--- src/rtl/serial_sub_pkg.sv ---
// Shared types and helpers for the multi-cycle borrow-ripple subtractor.
package serial_sub_pkg;

    localparam int unsigned DEF_WIDTH   = 32;
    localparam int unsigned DEF_DIGIT_W = 4;

    typedef enum logic [1:0] {
        S_IDLE,
        S_BUSY,
        S_DONE
    } sub_state_t;

    function automatic int unsigned n_digits(input int unsigned width, input int unsigned digit_w);
        return width / digit_w;
    endfunction

endpackage

--- src/rtl/digit_subtractor.sv ---
// Combinational DIGIT_W-bit borrow-ripple subtraction stage: {bo, d} = x - y - bi.
module digit_subtractor #(
    parameter int unsigned DIGIT_W = 4
) (
    input  logic [DIGIT_W-1:0] x,
    input  logic [DIGIT_W-1:0] y,
    input  logic               bi,
    output logic [DIGIT_W-1:0] d,
    output logic               bo
);

    logic [DIGIT_W:0] br;

    always_comb begin
        br    = '0;
        d     = '0;
        br[0] = bi;
        for (int i = 0; i < DIGIT_W; i++) begin
            d[i]    = x[i] ^ y[i] ^ br[i];
            br[i+1] = (~x[i] & y[i]) | (~(x[i] ^ y[i]) & br[i]);
        end
        bo = br[DIGIT_W];
    end

endmodule

--- src/rtl/serial_subtractor32.sv ---
// Digit-serial subtractor, diff = a - b - bin over N_DIGITS cycles with valid/ready handshakes.
// Optional signed-overflow output ovf is built when SUB_OVERFLOW_EN is defined.
module serial_subtractor32
    import serial_sub_pkg::*;
#(
    parameter int unsigned WIDTH   = DEF_WIDTH,
    parameter int unsigned DIGIT_W = DEF_DIGIT_W
) (
    input  logic             clk,
    input  logic             rst,
    input  logic             in_valid,
    output logic             in_ready,
    input  logic [WIDTH-1:0] a,
    input  logic [WIDTH-1:0] b,
    input  logic             bin,
    output logic             out_valid,
    input  logic             out_ready,
    output logic [WIDTH-1:0] diff,
    output logic             bout
`ifdef SUB_OVERFLOW_EN
    ,
    output logic             ovf
`endif
);

    localparam int unsigned N_DIGITS = n_digits(WIDTH, DIGIT_W);
    localparam int unsigned CNT_W    = (N_DIGITS > 1) ? $clog2(N_DIGITS) : 1;
    localparam logic [CNT_W-1:0] LAST = CNT_W'(N_DIGITS - 1);

    if (WIDTH % DIGIT_W != 0) begin : g_bad_digit_w
        $error("serial_subtractor32: WIDTH must be a multiple of DIGIT_W");
    end

    sub_state_t       state_q, state_d;
    logic [CNT_W-1:0] cnt_q;
    logic [WIDTH-1:0] a_q, b_q, a_next, b_next;
    logic             borrow_q;
    logic [DIGIT_W-1:0] dig_d;
    logic             dig_bo;
    logic             last;

`ifdef SUB_OVERFLOW_EN
    logic a_msb_q, b_msb_q;
`endif

    digit_subtractor #(
        .DIGIT_W(DIGIT_W)
    ) u_digit (
        .x (a_q[DIGIT_W-1:0]),
        .y (b_q[DIGIT_W-1:0]),
        .bi(borrow_q),
        .d (dig_d),
        .bo(dig_bo)
    );

    // Result digits refill the top of the minuend register as it drains, so after the last
    // digit a_next holds the complete difference.
    if (DIGIT_W == WIDTH) begin : g_one_digit
        assign a_next = dig_d;
        assign b_next = '0;
    end else begin : g_multi_digit
        assign a_next = {dig_d, a_q[WIDTH-1:DIGIT_W]};
        assign b_next = {{DIGIT_W{1'b0}}, b_q[WIDTH-1:DIGIT_W]};
    end

    assign last      = (cnt_q == LAST);
    assign in_ready  = (state_q == S_IDLE);
    assign out_valid = (state_q == S_DONE);

    always_comb begin
        state_d = state_q;
        unique case (state_q)
            S_IDLE:  if (in_valid)  state_d = S_BUSY;
            S_BUSY:  if (last)      state_d = S_DONE;
            S_DONE:  if (out_ready) state_d = S_IDLE;
            default: state_d = S_IDLE;
        endcase
    end

    always_ff @(posedge clk or posedge rst) begin
        if (rst) begin
            state_q <= S_IDLE;
        end else begin
            state_q <= state_d;
        end
    end

    always_ff @(posedge clk or posedge rst) begin
        if (rst) begin
            cnt_q    <= '0;
            a_q      <= '0;
            b_q      <= '0;
            borrow_q <= 1'b0;
            diff     <= '0;
            bout     <= 1'b0;
`ifdef SUB_OVERFLOW_EN
            a_msb_q  <= 1'b0;
            b_msb_q  <= 1'b0;
            ovf      <= 1'b0;
`endif
        end else if (state_q == S_IDLE && in_valid) begin
            cnt_q    <= '0;
            a_q      <= a;
            b_q      <= b;
            borrow_q <= bin;
`ifdef SUB_OVERFLOW_EN
            a_msb_q  <= a[WIDTH-1];
            b_msb_q  <= b[WIDTH-1];
`endif
        end else if (state_q == S_BUSY) begin
            a_q      <= a_next;
            b_q      <= b_next;
            borrow_q <= dig_bo;
            cnt_q    <= last ? '0 : cnt_q + 1'b1;
            if (last) begin
                diff <= a_next;
                bout <= dig_bo;
`ifdef SUB_OVERFLOW_EN
                // The final digit carries the result MSB.
                ovf  <= (a_msb_q ^ b_msb_q) & (dig_d[DIGIT_W-1] ^ a_msb_q);
`endif
            end
        end
    end

endmodule

--- config.mk ---
export PLATFORM = sky130hd
export DESIGN_NAME = serial_subtractor32
export DESIGN_NICKNAME = d
export VERILOG_FILES = /design/src/rtl/serial_sub_pkg.sv /design/src/rtl/digit_subtractor.sv /design/src/rtl/serial_subtractor32.sv
export SDC_FILE = /design/constraint.sdc
export NUM_CORES = 1
export LEC_CHECK = 0
export BUFFER_PORTS_ARGS = -buffer_cell sky130_fd_sc_hd__buf_4
export CORE_MARGIN = 2
export CORE_UTILIZATION = 35
export DETAILED_ROUTE_END_ITERATION = 16
export GPL_TIMING_DRIVEN = 0
export PLACE_DENSITY = 0.57
export SKIP_LAST_GASP = 1
export SLEW_MARGIN = 10
export SYNTH_ARGS = -nofsm -noshare
export SYNTH_HDL_FRONTEND = slang
export SYNTH_HIERARCHICAL = 1
export SYNTH_SLANG_ARGS = --single-unit
--- constraint.sdc ---
create_clock -name clk -period 5.1 [get_ports clk]
set_input_delay 0.255 -clock clk [delete_from_list [all_inputs] [get_ports clk]]
set_output_delay 0.255 -clock clk [all_outputs]
set_load 0.1 [all_outputs]
After elaboration in Yosys (flattened, before gate mapping)
Cells that the tools add are included.
- $add $sub $neg: 1
- $mul: 0
- div/mod/pow operators: 0
- $lt $le $gt $ge: 0
- eq/ne operators: 6
- shifts and indexed selects: 0
- mux-type cells: 13
- bitwise logic cells: 29
- reductions and logical operators: 5
- operators by type and width (kind ; number):
    $mux W32 ; 4
    $mux W3 ; 3
    $not A1 Y1 ; 9
    $and A1 B1 Y1 ; 8
    $xor A1 B1 Y1 ; 8
    $mux W2 ; 3
    $pmux W2 S3 ; 1
    $reduce_and A3 Y1 ; 2
    $ne A2 B2 Y1 const B ; 2
    $or A1 B1 Y1 ; 4
    $add A3 B1 Y3 const B ; 1
    $eq A3 B3 Y1 const B ; 1
    $eq A2 B1 Y1 const B ; 1
    $eq A2 B2 Y1 const B ; 1
    $logic_not A2 Y1 ; 1
    $mux W1 ; 2
    $ne A2 B1 Y1 const B ; 1
    $reduce_bool A2 Y1 ; 1
    $logic_and A1 B1 Y1 ; 1
- register bits: 103
- latch bits: 0
- bits in writable memories: 0
- memory bits (read-only): 0
- bits of input ports: 69
- output and inout port bits: 35
- logic and storage cells: 61
- memories: 0

Depth between registers and ports, before layout
Gate-level depths: netlist of the first run.
- word-level depth: 12
- gate-level depth with buffers: 10
- depth with buffers taken out: 10

By module
The synthesis of the first run kept the hierarchy.
- modules (own cells, without submodules) (module ; times used ; cells an instance ; area each (µm²) ; seq. area each (µm²)):
    serial_subtractor32 ; 1 ; 441 ; 4624.4 ; 2577.5
    digit_subtractor ; 1 ; 14 ; 117.6 ; 0.0

Worst setup path after synthesis of the first run
OpenSTA, ideal clock, no wires.
- path kind: register to output
- from: register state_q[0]
- to: output in_ready
- arrival: 2.128 ns
- data required time: 4.845 ns
- path slack: 2.717 ns
- stages on the path, launching flop included: 5
- buffers on the path: 3
- cells stage by stage: dfrtp_1 > buf_4 > buf_4 > buf_2 > nor2_1
- word-level cells in the longest chain between the ends: 1
- RTL lines (element ; RTL line ; source):
    from (decl) ; serial_subtractor32.sv:34 ; sub_state_t state_q, state_d;
    from (signal assigned) ; serial_subtractor32.sv:84 ; state_q <= state_d;
    $logic_not A2 Y1 ; serial_subtractor32.sv:67 ; assign in_ready = (state_q == S_IDLE);
    to (decl) ; serial_subtractor32.sv:12 ; output logic in_ready,
No other way between the ends.

Worst setup path after layout of the first run
- from: register b_q[0]
- to: register diff[31]
- word-level cells in the longest chain between the ends: 9
- elaborated cells on any way between the ends: 10
- classes of those cells: bitwise (10)
- RTL lines (element ; RTL line ; source):
    from (decl) ; serial_subtractor32.sv:36 ; logic [WIDTH-1:0] a_q, b_q, a_next, b_next;
    from (signal assigned) ; serial_subtractor32.sv:112 ; b_q <= b_next;
    $xor A1 B1 Y1 ; digit_subtractor.sv:20 ; br[i+1] = (~x[i] & y[i]) | (~(x[i] ^ y[i]) & br[i]);
    $not A1 Y1 ; digit_subtractor.sv:20 ;
    $and A1 B1 Y1 ; digit_subtractor.sv:20 ;
    $or A1 B1 Y1 (*) ; digit_subtractor.sv:20 ;
    $and A1 B1 Y1 (*) ; digit_subtractor.sv:20 ;
    $or A1 B1 Y1 (*) ; digit_subtractor.sv:20 ;
    $and A1 B1 Y1 (*) ; digit_subtractor.sv:20 ;
    $or A1 B1 Y1 (*) ; digit_subtractor.sv:20 ;
    $xor A1 B1 Y1 (*) ; digit_subtractor.sv:19 ; d[i] = x[i] ^ y[i] ^ br[i];
    net dig_d[3] ; serial_subtractor32.sv:38 ; logic [DIGIT_W-1:0] dig_d;
    to (signal assigned) ; serial_subtractor32.sv:116 ; diff <= a_next;
    to (decl) ; serial_subtractor32.sv:18 ; output logic [WIDTH-1:0] diff,
The timed path passes the listed nets; every way through them passes the cells marked *.
A chain may end at the register's enable or synchronous reset.

==> metrics.md, run 1 <==
| Metric | Value |
|---|---|
| Status | `complete, no violations` |
| Final setup margin | `2.73 ns` |
| Worst-case clock buffer depth | `2` |
| Max Cap Viol | `0` |
| DR vias/cell | `5.11` |
| Post-CTS sizing | `0` |
| Die Footprint | `0.0145 mm2` |
| Layout Nets | `646` |
| Antenna Violating Nets Remaining | `0` |
| Fin crit share | `0.464` |
| Sink Count | `103` |
| CP Capture Type | `flop` |
| Leakage | `0.00261 uW` |
| Yosys warning total | `6` |
| GP Congestion | `0.787` |
| CTS tree | `done` |
| Ratio of cells with drive above 1 in the final layout | `0.314` |
| Critical Path Start Type | `flop` |
| Clk_lat worst skew | `0.34 ns` |
| Die height | `120 um` |
| Vias in the first global route | `4,020` |
| Detailed Place HPWL | `9.23 mm` |
| Initial antenna violation count | `0` |
| Root Buffer | `clkbuf_16` |
| Area of the multi-input gates | `0.00190 mm2` |
| Ports | `104` |
| Fin cells | `752` |
| Initial cell density of the core | `0.358` |
| Synth cell types | `27` |
| GRT Util Overall | `0.182` |
| Worst clock skew | `0.00432 ns` |
| Cells after DPL | `735` |
| Core area | `0.0132 mm2` |
| Max-slew violations | `0` |
| Clock Pin Slew Worst Setup and Hold Paths | `0.07 ns` |
| Hold Path Class | `in2reg` |
| Worst Path Required | `5.33 ns` |
| # diodes | `0` |
| Grt ovf | `0` |
| Die Span X | `120 um` |
| First-pass GRT wire length | `20.6 mm` |
| Dpl ws | `2.73 ns` |
| Pwr dens | `775 mW/mm2` |
| Slew HR | `0.612` |
| Endpoints failing setup | `0` |
| H-tree Lvls | `3` |
| Net Count, Synth | `530` |
| RSZ-0062 raised after global routing | `false` |
| Via count | `3,845` |
| Final hold violations | `0` |
| Pin count of the biggest net entering global routing | `70` |
| Layout fillers | `1,300` |
| Reg area | `0.00258 mm2` |
| P&R area growth vs syn | `28.4%` |
| Post-layout util | `0.460` |
| Cells after synthesis | `455` |
| Achievable Freq | `422 MHz` |
| First-pass DRT Iterations | `4` |
| Critical setup path kind | `reg2reg` |
| Routed length per instance | `16.7 um` |
| Fin Setup TNS | `0 ns` |
| Initial DRC Count | `271` |
| TritonCTS buffer count | `9` |
| Post-Syn Area | `0.00474 mm2` |
| Syn Area/Cell | `10.4 um2` |
| Row count | `42` |
| # port buffers | `103` |
| Maximum vdd drop | `0.318 mV` |
| Hold Slack | `0.0954 ns` |
| Drt total wl | `12.5 mm` |
| Final min period | `2.37 ns` |
| CP arrival | `2.60 ns` |
| Register area share after synthesis | `0.544` |
| Residual DRC | `0` |
| Worst-Margin Slew | `0.581 ns` |
| Post-synthesis register bit count | `103` |
| Crit path max fanout | `3` |
==> Yosys cell counts <==
library cell  count  share of area
a21oi_1           1         0.0011
a22o_1            5         0.0092
and2b_1           1         0.0016
and3_1            1         0.0013
buf_1             2         0.0016
buf_2            16          0.017
buf_4             6         0.0095
buf_6             3         0.0071
clkbuf_1         12         0.0095
dfrtp_1         103           0.54
fa_1              4          0.017
ha_1              2         0.0053
inv_1            13          0.010
mux2_2           33          0.078
nand2_1           3         0.0024
nand2_2           1         0.0013
nand2b_1          3         0.0040
nor2_1           51          0.040
nor3_1          125           0.13
nor3b_1          37          0.059
o21ba_2           1         0.0021
o21bai_1          1         0.0016
o221ai_1          1         0.0018
o22ai_1          20          0.026
o31ai_1           2         0.0032
o32ai_1           7          0.013
or2_2             1         0.0013
==> cell families (layout without fill, tap and decap cells) <==
| logic type | count (synthesis) | count (layout) | synth area share |
|---|---|---|---|
| fa+ha+maj | 6 | 6 | 0.0222 |
| flops | 103 | 103 | 0.544 |
| compound gates | 38 | 38 | 0.0583 |
| mux | 33 | 33 | 0.0784 |
| simple gates | 223 | 223 | 0.243 |
| buf+inv | 52 | 173 | 0.0549 |
==> metrics by stage <==
step | area, um2 | total power, uW
finish | 6090 | 4720
global route | 6090 | 5010
CTS | 6090 | 4760
detailed placement | 5770 | 4030
global placement | 5740 | 3980
floorplan | 4740 | 3400
==> final cells by class <==
class / count / share of cell area
flip-flops and latches: 103 / 0.423
repair buffers: 105 / 0.133
well taps: 176 / 0.0362
inverters: 13 / 0.00884
clock inverters: 4 / 0.00884
plain buffers: 39 / 0.0347
clock buffers: 12 / 0.0421
multi-input cells: 300 / 0.313
==> layer usage <==
| metal | GRT usage | vias to the layer above | routed length (um) |
|---|---|---|---|
| met2 | 0.281 | 116 | 5780 |
| met5 | 0 | - | 0 |
| met1 | 0.261 | 1867 | 5950 |
| met3 | 0.0316 | 10 | 683 |
| met4 | 0.0574 | 0 | 128 |
| li1 | - | 1852 | - |
==> flip-flops by register name (all words and copies together) (netlist names) <==
| signal | flops |
|---|---|
| a_q | 32 |
| b_q | 32 |
| borrow_q | 1 |
| bout | 1 |
| cnt_q | 3 |
| diff | 32 |
| state_q | 2 |
==> timing repair <==
item / 4_1_cts / 5_1_grt
hold endpoints to repair: 34 / 0
hold buffers: 1 / 0
buffers inserted: 0 / 0
==> where the power goes <==
group / internal, uW / switching, uW
sequential: 1220 / 285
clock: 409 / 306
combinational: 763 / 1740
total: 2390 / 2330
==> placed cells by master, fill, tap and decap left out, types with 2 or more instances in the layout <==
master,n
nand2_1,3
o31ai_1,2
clkbuf_1,13
buf_4,109
o22ai_1,20
nor2_1,51
buf_1,2
nor3b_1,37
nand2b_1,3
clkinvlp_4,2
buf_2,16
inv_1,12
dfrtp_1,103
mux2_2,33
o32ai_1,7
a22o_1,5
nor3_1,125
clkbuf_16,9
clkbuf_8,2
ha_1,2
buf_6,3
fa_1,4
==> critical path, cell delays in order, from the launching register on <==
cell and delay [ns]:
dfrtp_1 0.40, inv_1 0.10, fa_1 0.17, inv_1 0.05
fa_1 0.37, fa_1 0.36, inv_1 0.07, fa_1 0.46
mux2_2 0.28
==> worst paths after layout <==
| check | start | end | slack [ns] | cells after the start |
|---|---|---|---|---|
| worst max register to register | b_q[0] | diff[31] | 2.73 | 8 |
| worst max-delay path | b_q[0] | diff[31] | 2.73 | 8 |
| worst min register to register | b_q[31] | b_q[31] | 0.49 | 2 |
| min in group asynchronous | rst | diff[15] | 0.45 | 3 |
| max in group asynchronous | rst | b_q[14] | 4.01 | 4 |
| worst min-delay path | out_ready | state_q[1] | 0.1 | 2 |
(Power assumes the default switching activity.)
==> run 2, diff against run 1 <==
==> constraint.sdc (replaced) <==
create_clock -name clk -period 2.2 [get_ports clk]
set_input_delay 0.11 -clock clk [delete_from_list [all_inputs] [get_ports clk]]
set_output_delay 0.11 -clock clk [all_outputs]
set_load 0.1 [all_outputs]
==> run 2 against run 1 <==
Compared with the run above:
- the flow now finishes with violations (setup timing)
- sequential power is 130% higher
- largest power group unchanged
- highest routed layer unchanged
- critical endpoint unchanged
- worst hold slack worse by 0.053 ns
- clock skew is 0.0019 ns higher
- combinational power is 130% higher
- final cell count is 1.1% higher
==> metrics.md, run 2 (synthesis gave the netlist of run 1 again) <==
| Metric | Value |
|---|---|
| Routed length per instance | `16.7 um (about the same)` |
| Power Internal | `5530 uW (+130%)` |
| Slew HR | `0.500 (-0.112)` |
| Pwr dens | `1770 mW/mm2 (+130%)` |
| Met3 WL | `609 um (-11%)` |
| Critical Path Start Type | `flop` |
| Met1 Wirelength | `6.06 mm (+1.8%)` |
| # port buffers | `103 (unchanged)` |
| Most common cell after layout, fill and taps aside | `nor3_1` |
| Worst clock skew | `0.00626 ns (+0.00194 ns)` |
| GRT Util Overall | `0.183 (+0.000968)` |
| Max-slew violations | `0 (unchanged)` |
| Via count | `3,931 (+2.2%)` |
| Largest registers | `a_q (32), b_q (32), diff (32)` |
| TritonCTS buffer count | `9 (unchanged)` |
| Worst Path Required | `2.43 ns (-2.90 ns)` |
| Worst-case clock buffer depth | `2 (unchanged)` |
| Vias in the first global route | `3,987 (-0.82%)` |
| Dpl ws | `-0.111 ns (-2.84 ns)` |
| First-pass GRT wire length | `20.7 mm (+0.84%)` |
| CTS tree | `done` |
| Worst-Margin Slew | `0.748 ns (+0.168 ns)` |
| GP Congestion | `0.778 (-1.0%)` |
| Fin crit share | `1.03 (+0.562)` |
| H-tree Lvls | `3 (unchanged)` |
| Achievable Freq | `443 MHz (+4.9%)` |
| Root Buffer | `clkbuf_16` |
| Pin count of the biggest net entering global routing | `39 (-44%)` |
| Crit path max fanout | `2 (-1)` |
| Grt ovf | `0 (unchanged)` |
| Drt total wl | `12.7 mm (+1.1%)` |
| Ratio of cells with drive above 1 in the final layout | `0.324 (+0.00939)` |
| Initial cell density of the core | `0.358 (unchanged)` |
| Total design power | `10,900 uW (+130%)` |
| Core area | `0.0132 mm2 (unchanged)` |
| Top layer in use | `met4` |
| Detailed Place HPWL | `9.32 mm (+1.0%)` |
| Crit path launch | `b_q[0]` |
| CP arrival | `2.49 ns (-0.11 ns)` |
| P&R area growth vs syn | `29.7%` |
| Initial DRC Count | `365 (+35%)` |
| Clk pwr share | `0.140 (-0.011)` |
| DR vias/cell | `5.17 (+1.2%)` |
| Max Cap Viol | `0 (unchanged)` |
| Met2 WL | `5.77 mm (about the same)` |
| Failing checks | `setup timing` |
| Final hold violations | `0 (unchanged)` |
| Row count | `42 (unchanged)` |
| Comb pwr share | `0.538 (+0.009)` |
| Fin Setup TNS | `-0.0630 ns (-0.0630 ns)` |
| Die height | `120 um (unchanged)` |
| Max incr delay on CP | `0.45 ns (about the same)` |
| Commonest cells after routing, fill and taps aside | `nor3_1, buf_4, dfrtp_1` |
| Final setup margin | `-0.0569 ns (-2.79 ns)` |
| Leakage | `0.00264 uW (+1.0%)` |
| Antenna Violating Nets Remaining | `0 (unchanged)` |
| Critical setup path kind | `reg2reg` |
| R2r setup slk | `-0.06 ns (-2.79 ns)` |
| Critical Path, Cell by Cell | `inv_2 > fa_2 > inv_2 > fa_2 > fa_2 > inv_2 > fa_1 > mux2_4` |
| First-pass DRT Iterations | `4 (unchanged)` |
| Final min period | `2.26 ns (-0.111 ns)` |
| RSZ-0062 raised after global routing | `true` |
| Maximum vdd drop | `0.622 mV (+96%)` |
| Die Span X | `120 um (unchanged)` |
| Initial antenna violation count | `0 (unchanged)` |
| Critical path's slowest cell | `fa_1` |
| Layout Nets | `655 (+1.4%)` |
| Reg-to-reg startpoint | `b_q[0]` |
| Hold Path Class | `in2reg` |
| Clk_lat worst skew | `0.34 ns (about the same)` |
| Worst R2R Path Depth | `8 (unchanged)` |
| Residual DRC | `0 (unchanged)` |
| # diodes | `0 (unchanged)` |
| Setup crit end | `diff[31]` |
| Clock Pin Slew Worst Setup and Hold Paths | `0.07 ns (about the same)` |
| Switching fraction of total power | `0.493 (about the same)` |
| Reg2reg end | `diff[31]` |
| CP Capture Type | `flop` |
| Sink Count | `103 (unchanged)` |
| Ports | `104 (unchanged)` |
| Sequential Power Share | `0.322 (+0.003)` |
| Endpoints failing setup | `2 (+2)` |
| Psw | `5380 uW (+130%)` |
| Status | `complete, but fails checks` |
| Die Footprint | `0.0145 mm2 (unchanged)` |
run 2: layer usage:
metal | vias up | track usage
met5 | - | 0
met1 | 1927 | 0.268
met2 | 117 | 0.276
met3 | 17 | 0.0283
li1 | 1870 | -
met4 | 0 | 0.0640
run 2: final cells by class:
| type | count | area (um2) |
|---|---|---|
| Fill cell | 1320 | 7090 |
| Sequential cell | 103 | 2580 |
| Multi-Input combinational cell | 300 | 1920 |
| Timing Repair Buffer | 114 | 893 |
| Clock buffer | 15 | 278 |
| Tap cell | 176 | 220 |
| Buffer | 39 | 211 |
| Inverter | 13 | 52.6 |
run 2: per-stage QoR:
stage	area [um2]	util	hold slack, ns	std cells
after floorplan	4750	-	0.196	455
after global placement	5740	0.434	0.301	734
after detailed placement	5780	0.437	0.276	736
after CTS	6140	0.464	0.0402	759
after global routing	6150	0.464	0.0677	760
final	6150	0.464	0.0421	760
run 2: what timing repair did:
item                                   in CTS  in global routing
setup buffers                               3                  1
resized for setup                           5                  1
hold buffers                                5                  0
setup endpoints to repair                   2                  3
endpoints found under the hold margin      34                  0
pin swaps                                   2                  2
run 2: how the worst min path moves through the flow:
stage                    from          to  slack [ns]  cells past startpoint
floorplan           out_ready  state_q[1]        0.20                      1
global route            a[29]     a_q[29]        0.07                      3
CTS                     a[29]     a_q[29]        0.04                      3
detailed placement        rst    diff[24]        0.28                      2
finish                  a[29]     a_q[29]        0.04                      3
global placement    out_ready  state_q[1]        0.30                      2
run 2: worst max-delay path, delay by kind of cell, from the launching register on:
| family | cells | cell delay (ns) |
|---|---|---|
| muxes | 1 | 0.29 |
| DFF | 1 | 0.39 |
| buffers and inverters | 3 | 0.17 |
| adders and majority gates | 4 | 1.31 |
run 2: power by group through the flow:
stage | Clock [uW] | Sequential [uW] | Combinational [uW]
floorplan | 0 | 5590 | 2300
global placement | 0 | 3510 | 5720
detailed placement | 0 | 3550 | 5800
CTS | 1560 | 3510 | 5890
global route | 1640 | 3640 | 6300
finish | 1530 | 3510 | 5870
